## src/rtl/program_loader_pkg.sv

```systemverilog
// Shared types for the boot/load sequencer.
package program_loader_pkg;
  typedef enum logic [2:0] {
    ST_IDLE,
    ST_COLLECT,
    ST_WRITE,
    ST_RELEASE,
    ST_RUN
  } state_t;

  localparam int BYTE_LANES = 4;
endpackage

```

## src/rtl/program_loader_byte_packer.sv

```systemverilog
// Packs a little-endian byte stream into 32-bit words.
module program_loader_byte_packer
  import program_loader_pkg::*;
(
  input  logic        i_clk,
  input  logic        i_rst,
  input  logic        i_clear,
  input  logic        i_valid,
  input  logic [7:0]  i_byte,
  output logic [31:0] o_word,
  output logic        o_word_ready
);
  logic [1:0]  r_lane;
  logic [31:0] r_word;

  // The lane counter wraps to 0 on the fourth byte, ready for the next word.
  always_ff @(posedge i_clk or posedge i_rst) begin
    if (i_rst) begin
      r_lane <= 2'd0;
      r_word <= 32'd0;
    end else if (i_clear) begin
      r_lane <= 2'd0;
      r_word <= 32'd0;
    end else if (i_valid) begin
      r_word[8*r_lane +: 8] <= i_byte;
      r_lane                <= r_lane + 2'd1;
    end
  end

  assign o_word       = r_word;
  assign o_word_ready = i_valid && (r_lane == 2'(BYTE_LANES - 1));
endmodule

```

## src/rtl/program_loader.sv

```systemverilog
// Boot loader: holds the MIPS core in reset, streams a program into memory, then hands over the port.
module program_loader
  import program_loader_pkg::*;
#(
  parameter logic [31:0] BASE_ADDR      = 32'h0000_0000,
  parameter int          LEN_W          = 16,
  parameter int          RELEASE_CYCLES = 4
) (
  input  logic             clock,
  input  logic             reset,
  input  logic             load_start,
  input  logic [LEN_W-1:0] load_length,
  input  logic [7:0]       rx_data,
  input  logic             rx_valid,
  output logic             rx_ready,
  input  logic [31:0]      cpu_address,
  input  logic [31:0]      cpu_data_out,
  input  logic             cpu_mem_write,
  output logic             cpu_reset,
  output logic [31:0]      mem_address,
  output logic [31:0]      mem_data_out,
  output logic             mem_write,
  output logic             busy,
  output logic             done,
  output logic [LEN_W-1:0] words_loaded,
  output state_t           dbg_state
);
  // rx handshake: a byte moves on any rising edge where rx_valid && rx_ready.
  localparam int CNT_W = $clog2(RELEASE_CYCLES + 1);

  state_t           r_state, w_next_state;
  logic [LEN_W-1:0] r_len;
  logic [LEN_W-1:0] r_words_loaded;
  logic [LEN_W-1:0] w_words_inc;
  logic [CNT_W-1:0] r_rel_cnt;
  logic             r_done;
  logic             w_start;
  logic             w_xfer;
  logic             w_word_ready;
  logic [31:0]      w_word;

  assign w_start     = load_start && ((r_state == ST_IDLE) || (r_state == ST_RUN));
  assign w_xfer      = rx_valid && rx_ready;
  assign w_words_inc = r_words_loaded + 1'b1;

  program_loader_byte_packer u_packer (
    .i_clk        (clock),
    .i_rst        (reset),
    .i_clear      (w_start),
    .i_valid      (w_xfer),
    .i_byte       (rx_data),
    .o_word       (w_word),
    .o_word_ready (w_word_ready)
  );

  always_ff @(posedge clock or posedge reset) begin
    if (reset) r_state <= ST_IDLE;
    else       r_state <= w_next_state;
  end

  always_comb begin
    w_next_state = r_state;
    case (r_state)
      ST_IDLE, ST_RUN: if (w_start) w_next_state = (load_length == '0) ? ST_RELEASE : ST_COLLECT;
      ST_COLLECT:      if (w_word_ready) w_next_state = ST_WRITE;
      ST_WRITE:        w_next_state = (w_words_inc == r_len) ? ST_RELEASE : ST_COLLECT;
      ST_RELEASE:      if (r_rel_cnt <= CNT_W'(1)) w_next_state = ST_RUN;
      default:         w_next_state = ST_IDLE;
    endcase
  end

  always_ff @(posedge clock or posedge reset) begin
    if (reset) begin
      r_len          <= '0;
      r_words_loaded <= '0;
      r_rel_cnt      <= '0;
      r_done         <= 1'b0;
    end else begin
      if (w_start) begin
        r_len          <= load_length;
        r_words_loaded <= '0;
      end else if (r_state == ST_WRITE) begin
        r_words_loaded <= w_words_inc;
      end
      // Counter is loaded on entry so RELEASE lasts exactly RELEASE_CYCLES cycles.
      if ((w_next_state == ST_RELEASE) && (r_state != ST_RELEASE))
        r_rel_cnt <= CNT_W'(RELEASE_CYCLES);
      else if (r_state == ST_RELEASE)
        r_rel_cnt <= r_rel_cnt - 1'b1;
      r_done <= (r_state == ST_RELEASE) && (w_next_state == ST_RUN);
    end
  end

  assign rx_ready     = (r_state == ST_COLLECT);
  assign cpu_reset    = (r_state != ST_RUN);
  assign busy         = (r_state == ST_COLLECT) || (r_state == ST_WRITE) || (r_state == ST_RELEASE);
  assign done         = r_done;
  assign words_loaded = r_words_loaded;
  assign dbg_state    = r_state;

  // In RUN the core owns the memory port with no added latency.
  assign mem_address  = (r_state == ST_RUN) ? cpu_address
                                            : BASE_ADDR + (32'(r_words_loaded) << 2);
  assign mem_data_out = (r_state == ST_RUN) ? cpu_data_out : w_word;
  assign mem_write    = (r_state == ST_RUN) ? cpu_mem_write : (r_state == ST_WRITE);
endmodule
```

## config.mk

```make
export PLATFORM = sky130hd
export DESIGN_NAME = program_loader
export DESIGN_NICKNAME = d
export VERILOG_FILES = /design/src/rtl/program_loader_pkg.sv /design/src/rtl/program_loader_byte_packer.sv /design/src/rtl/program_loader.sv
export SDC_FILE = /design/constraint.sdc
export NUM_CORES = 1
export LEC_CHECK = 0
export ABC_AREA = 1
export CAP_MARGIN = 10
export CORE_MARGIN = 2
export CORE_UTILIZATION = 47
export DETAILED_ROUTE_END_ITERATION = 7
export PLACE_DENSITY = 0.86
export SYNTH_ARGS = -nofsm -noshare
export SYNTH_HDL_FRONTEND = slang
export SYNTH_SLANG_ARGS = --single-unit
```

## constraint.sdc

```tcl
create_clock -name clock -period 5.8 [get_ports clock]
set_input_delay 1.16 -clock clock [delete_from_list [all_inputs] [get_ports clock]]
set_output_delay 1.16 -clock clock [all_outputs]
set_load 0.1 [all_outputs]
```

==> After elaboration in Yosys (flattened, before gate mapping) <==
Index checks and enable logic that the tools add are counted.
{ "op_classes": {"n_addsub": 4, "shift": 2, "n_reduce_logical": 14, "eq_ne": 10, "order_cmp": 1, "mux": 18} }
{ "op_table": {"columns": ["operator", "count"], "rows": [
  ["32-bit two-way mux", 4],
  ["5-bit negation with 34-bit output", 1],
  ["8-bit by 34-bit variable shift with 32-bit output (first input constant)", 1],
  ["8-bit by 34-bit variable part select with 32-bit output", 1],
  ["32-bit bitwise mux", 1],
  ["16-bit two-way mux", 2],
  ["16-bit by 1-bit adder with 16-bit output (second input constant)", 1],
  ["16-bit equality test", 1],
  ["16-bit zero test", 1],
  ["3-bit two-way mux", 5],
  ["3-bit case mux with 4 select lines", 1],
  ["3-bit by 2-bit equality test with 1-bit output (second input constant)", 3],
  ["2-bit two-way mux", 4],
  ["3-bit equality test (second input constant)", 2],
  ["2-bit nonzero test", 3],
  ["1-bit logical AND", 5],
  ["3-bit by 1-bit equality test with 1-bit output (second input constant)", 1],
  ["3-bit by 1-bit <= comparator with 1-bit output (second input constant)", 1],
  ["3-bit zero test", 1],
  ["1-bit logical OR", 3],
  ["3-bit by 2-bit inequality test with 1-bit output (second input constant)", 1],
  ["3-bit inequality test (second input constant)", 1],
  ["3-bit by 1-bit subtractor with 3-bit output (second input constant)", 1],
  ["2-bit by 1-bit adder with 2-bit output (second input constant)", 1],
  ["other kinds (3)", 3]
]} }
{ "totals": {"output_inout_bits": 88, "input_bits": 93, "word_cells": 56, "register_bits": 73} }

==> Logic depth before layout (Yosys ltp) <==
{ "logic_depth": {"word_depth": 8, "ltp_mapped": 17} }

==> Modules after synthesis <==
Synthesis repeated with hierarchy kept, for this count alone.
{ "hier_totals": {"cells_unflattened": 631, "area_unflattened_um2": 4723.3} }
{ "modules_own_cells": {"columns": ["mod", "seq_area_each_um2", "area_per_inst_um2", "cells_each", "n_inst"], "rows": [
  ["program_loader", 975.9, 3007.9, 418, 1],
  ["program_loader_byte_packer", 850.8, 1715.4, 213, 1]
]} }

==> Worst setup path after synthesis <==
OpenSTA, ideal clock, no wires.
{ "synth_timing": {"kind": "register -> output", "start": "register r_state[1] (netlist: dbg_state[1])", "end": "output mem_address[22]", "setup_slack_ns": 1.024, "arrival_time_ns": 3.616, "stages_incl_launch_ff": 6, "required_ns": 4.640, "cell_sequence": "dfrtp_1 -> nor2_1 -> nand2_1 -> clkbuf_1 -> clkbuf_1 -> nor2_1"} }
{ "synth_via": {"elab_chain_cells": 2} }
{ "synth_lines": {"columns": ["element", "line", "source"], "rows": [
  ["start, declared", "program_loader.sv:31", "state_t r_state, w_next_state;"],
  ["start signal, assigned", "program_loader.sv:58", "else r_state <= w_next_state;"],
  ["3-bit equality test", "program_loader.sv:102", "assign mem_address = (r_state == ST_RUN) ? cpu_address"],
  ["32-bit two-way mux", "program_loader.sv:102", null],
  ["end, declared", "program_loader.sv:20", "output logic [31:0] mem_address,"]
]} }
Every way passes these cells.

==> Final worst setup path <==
{ "layout_timing": {"start": "register r_state[1] (netlist: dbg_state[1])", "end": "output mem_data_out[9]"} }
{ "layout_via": {"elab_chain_cells": 2} }
{ "layout_lines": {"columns": ["element", "line", "source"], "rows": [
  ["3-bit equality test", "program_loader.sv:104", "assign mem_data_out = (r_state == ST_RUN) ? cpu_data_out : w_word;"],
  ["32-bit two-way mux", "program_loader.sv:104", null],
  ["end, declared", "program_loader.sv:21", "output logic [31:0] mem_data_out,"]
]} }
Every way passes these cells.

==> qor.yml <==
status: "finished, final reports clean"
finalCritPeriodShare: 0.7912
hp-class: "flip-flop to flip-flop"
path_class: "flip-flop to output port"
synth_area_leaders: "dfrtp_1, nand2_1, inv_1"
wl_per_cell_um: 14.49
power_density_mw_per_mm2: 394.2
synth_cells: 629
crit_path_end_kind: "output port"
post-route-util: 0.7048
io_pins: 181
ctsLongestPathBuffers: 2
synth_top_area_cell: "dfrtp_1"
die_x_um: 101.0
tritoncts: "yes"
multi_input_area_sq_mm: 0.002108
post-cts-setup-buffer-count: 0
cp_data_arrival_time_ns: 3.43
max_cap_viol_count: 0
rsz0062_at_grt: "false"
fp.dieArea_sq_mm: 0.01020
crit_required_ns: 4.64
rows: 35
synth.distinct_cells: 29
wl_met2_um: 6705
syn_nets: 730
min_from: "r_len[2]$_DFFE_PP0P_"
critical_path.startpoint_type: "flip-flop"
ctsResizeCount: 0
fillers: 729
clockPowerShare: 0.153
avgSynthCellArea_sq_um: 7.030
syn-cell-area_sq_mm: 0.004422
first_pass_iters: 5
irDropWorstVdd_uv: 321.0
clock_latency_ns: 0.35
tns_ns: 0
io_buffers: 180
grt_pass1_vias: 4733
fmax_mhz: 217.9
top_layer: "met4"
antenna_found_initial: 0
synth_common_cells: "nand2_1, inv_1, nor2_1"
ant_nets: 0
grt_pass1_wl_um: 21330
track_usage: 0.2587
htree_levels: 3
grt_max_degree: 113
slew_headroom: 0.3107
start_util: 0.4808
numCtsBuffers: 9
drt-initial-drc-count: 215
yosysMostFrequentCell: "nand2_1"
ys_ff_latch: 73
numClockSinks: 73
hold_violations: 0
cts_root_buf: "clkbuf_8"
cp_num_buf_inv: 1
fin_nets: 901
synthFlopType: "dfrtp_1"
combPwrFrac: 0.566
synth_warnings: 0
wl_met3_um: 1030
cp_cell_sequence: "nor2_1, nand2_4, a21oi_1, clkdlybuf4s50_1"
met1Wirelength_um: 5227
worst_slew_pin_slew_ns: 1.034
seq_power_share: 0.281
regArea_sq_mm: 0.001827
instances_no_fill: 916
hpwl_um: 9819
clkTransAtPathRegs_ns: 0.08
drive_gt1_frac: 0.04099
setup_viol_count_final: 0
hold_buffers: 0
dieHeight_um: 101.0
grt.overflow.total: 0
synth_top_area_frac: 0.4131
synth_edf_count: 0
dp_cells: 900
cp-startpoint: "dbg_state[1]$_DFF_PP0_"
crit_path_top_delay_cell: "clkdlybuf4s50_1"
drt_wl_total_um: 13270
vias_per_cell: 5.374
internal_power_mw: 1.208
diodes: 0
cp_max_fo: 112
vias: 4923
finalClockSkew_ns: 0.008045
area_growth_pct: 46.58
critPathTopFamily: "buffers and inverters"
async_flop_share: 1.000
max_stage_delay_ns: 1.18
switching_power_mw: 1.347
drv_slew: 0
drcViolationCount: 0
rr_startpoint: "dbg_state[1]$_DFF_PP0_"
leakagePower_nw: 2.964
coreArea_sq_mm: 0.009196
min_period_ns: 4.589
p_sw_frac: 0.5273
ys_seq_area_frac: 0.4131
routabilityCongestion: 0.9036
==> power groups by stage <==
stage          logic (mW)  registers [mW]  clock network (mW)
3_3_place_gp         1.41           0.717                   0
3_5_place_dp         1.44           0.725                   0
2_1_floorplan        1.00           0.788                   0
4_1_cts              1.45           0.716               0.396
5_1_grt              1.54           0.731               0.419
6_report             1.45           0.718               0.391
==> layout make-up <==
type / instances / share of cell area
Tap cell: 111 / 0.02143
Sequential cell: 73 / 0.2819
Clock buffer: 11 / 0.02027
Clock inverter: 5 / 0.008687
Inverter: 109 / 0.06332
Timing Repair Buffer: 181 / 0.2792
Multi-Input combinational cell: 426 / 0.3253
==> path summary, 6_finish.rpt <==
path / to / slack [ns] / cells past startpoint
min in group asynchronous: words_loaded[4]$_DFFE_PP0P_ / 1.41 / 3
hold / removal: r_len[2]$_DFFE_PP0P_ / 0.51 / 2
setup / recovery: mem_data_out[9] / 1.21 / 4
hold reg to reg: r_len[2]$_DFFE_PP0P_ / 0.51 / 2
max in group asynchronous: dbg_state[2]$_DFF_PP0_ / 3.80 / 3
setup reg to reg: r_rel_cnt[1]$_DFFE_PP0P_ / 3.01 / 8
==> stage by stage <==
step | hold WS [ns] | cell area (sq um) | total power, mW | setup WS, ns
floorplan | 0.4620 | 4422 | 1.789 | 1.024
global placement | 0.4795 | 6294 | 2.123 | 1.644
detailed placement | 0.4822 | 6294 | 2.163 | 1.632
CTS | 0.5035 | 6481 | 2.558 | 1.230
global route | 0.5351 | 6481 | 2.687 | 1.015
finish | 0.5100 | 6481 | 2.555 | 1.211
==> cells in the final DEF, fill, tap and decap left out, types with 2 or more instances in the layout <==
master,synthesis,final
inv_2,4,5
nand4_1,19,19
o32ai_1,16,16
nand2_2,3,3
clkbuf_8,0,9
o21ai_1,18,18
nor4_1,3,3
ha_1,8,8
clkbuf_1,16,2
clkinv_2,1,3
dfrtp_1,73,73
nor2_2,2,2
o21ai_0,23,23
inv_1,104,103
nand2_1,125,124
nand3_1,49,49
clkdlybuf4s50_1,0,180
nand3b_1,8,8
a21oi_1,49,49
nor2_4,3,3
o22ai_1,7,7
nor2_1,86,86
==> registers in the layout, summed over array words and instances (netlist names) <==
signal	flops
dbg_state	3
done	1
r_len	16
r_rel_cnt	3
u_packer.o_word	32
u_packer.r_lane	2
words_loaded	16
==> logic make-up after synthesis <==
family | share of synthesized area
muxes | 0.002547
AOI/OAI and AO/OA | 0.1471
xor gates and xnor gates | 0.001981
and+or+nand+nor | 0.3008
adders and majority gates | 0.02264
buffers and inverters | 0.1118
DFF | 0.4131
==> worst min-delay path: cells and delay by family (launching register included) <==
kind	cells	cell delay, ns
simple gates	2	0.11
flops	1	0.37
==> routing by layer <==
metal / GRT usage / vias up
met5: 0 / -
met4: 0.09875 / 0
met3: 0.04300 / 28
met2: 0.4621 / 230
met1: 0.3113 / 2271
li1: - / 2394
No activity file was read; power rests on OpenSTA's default activity.
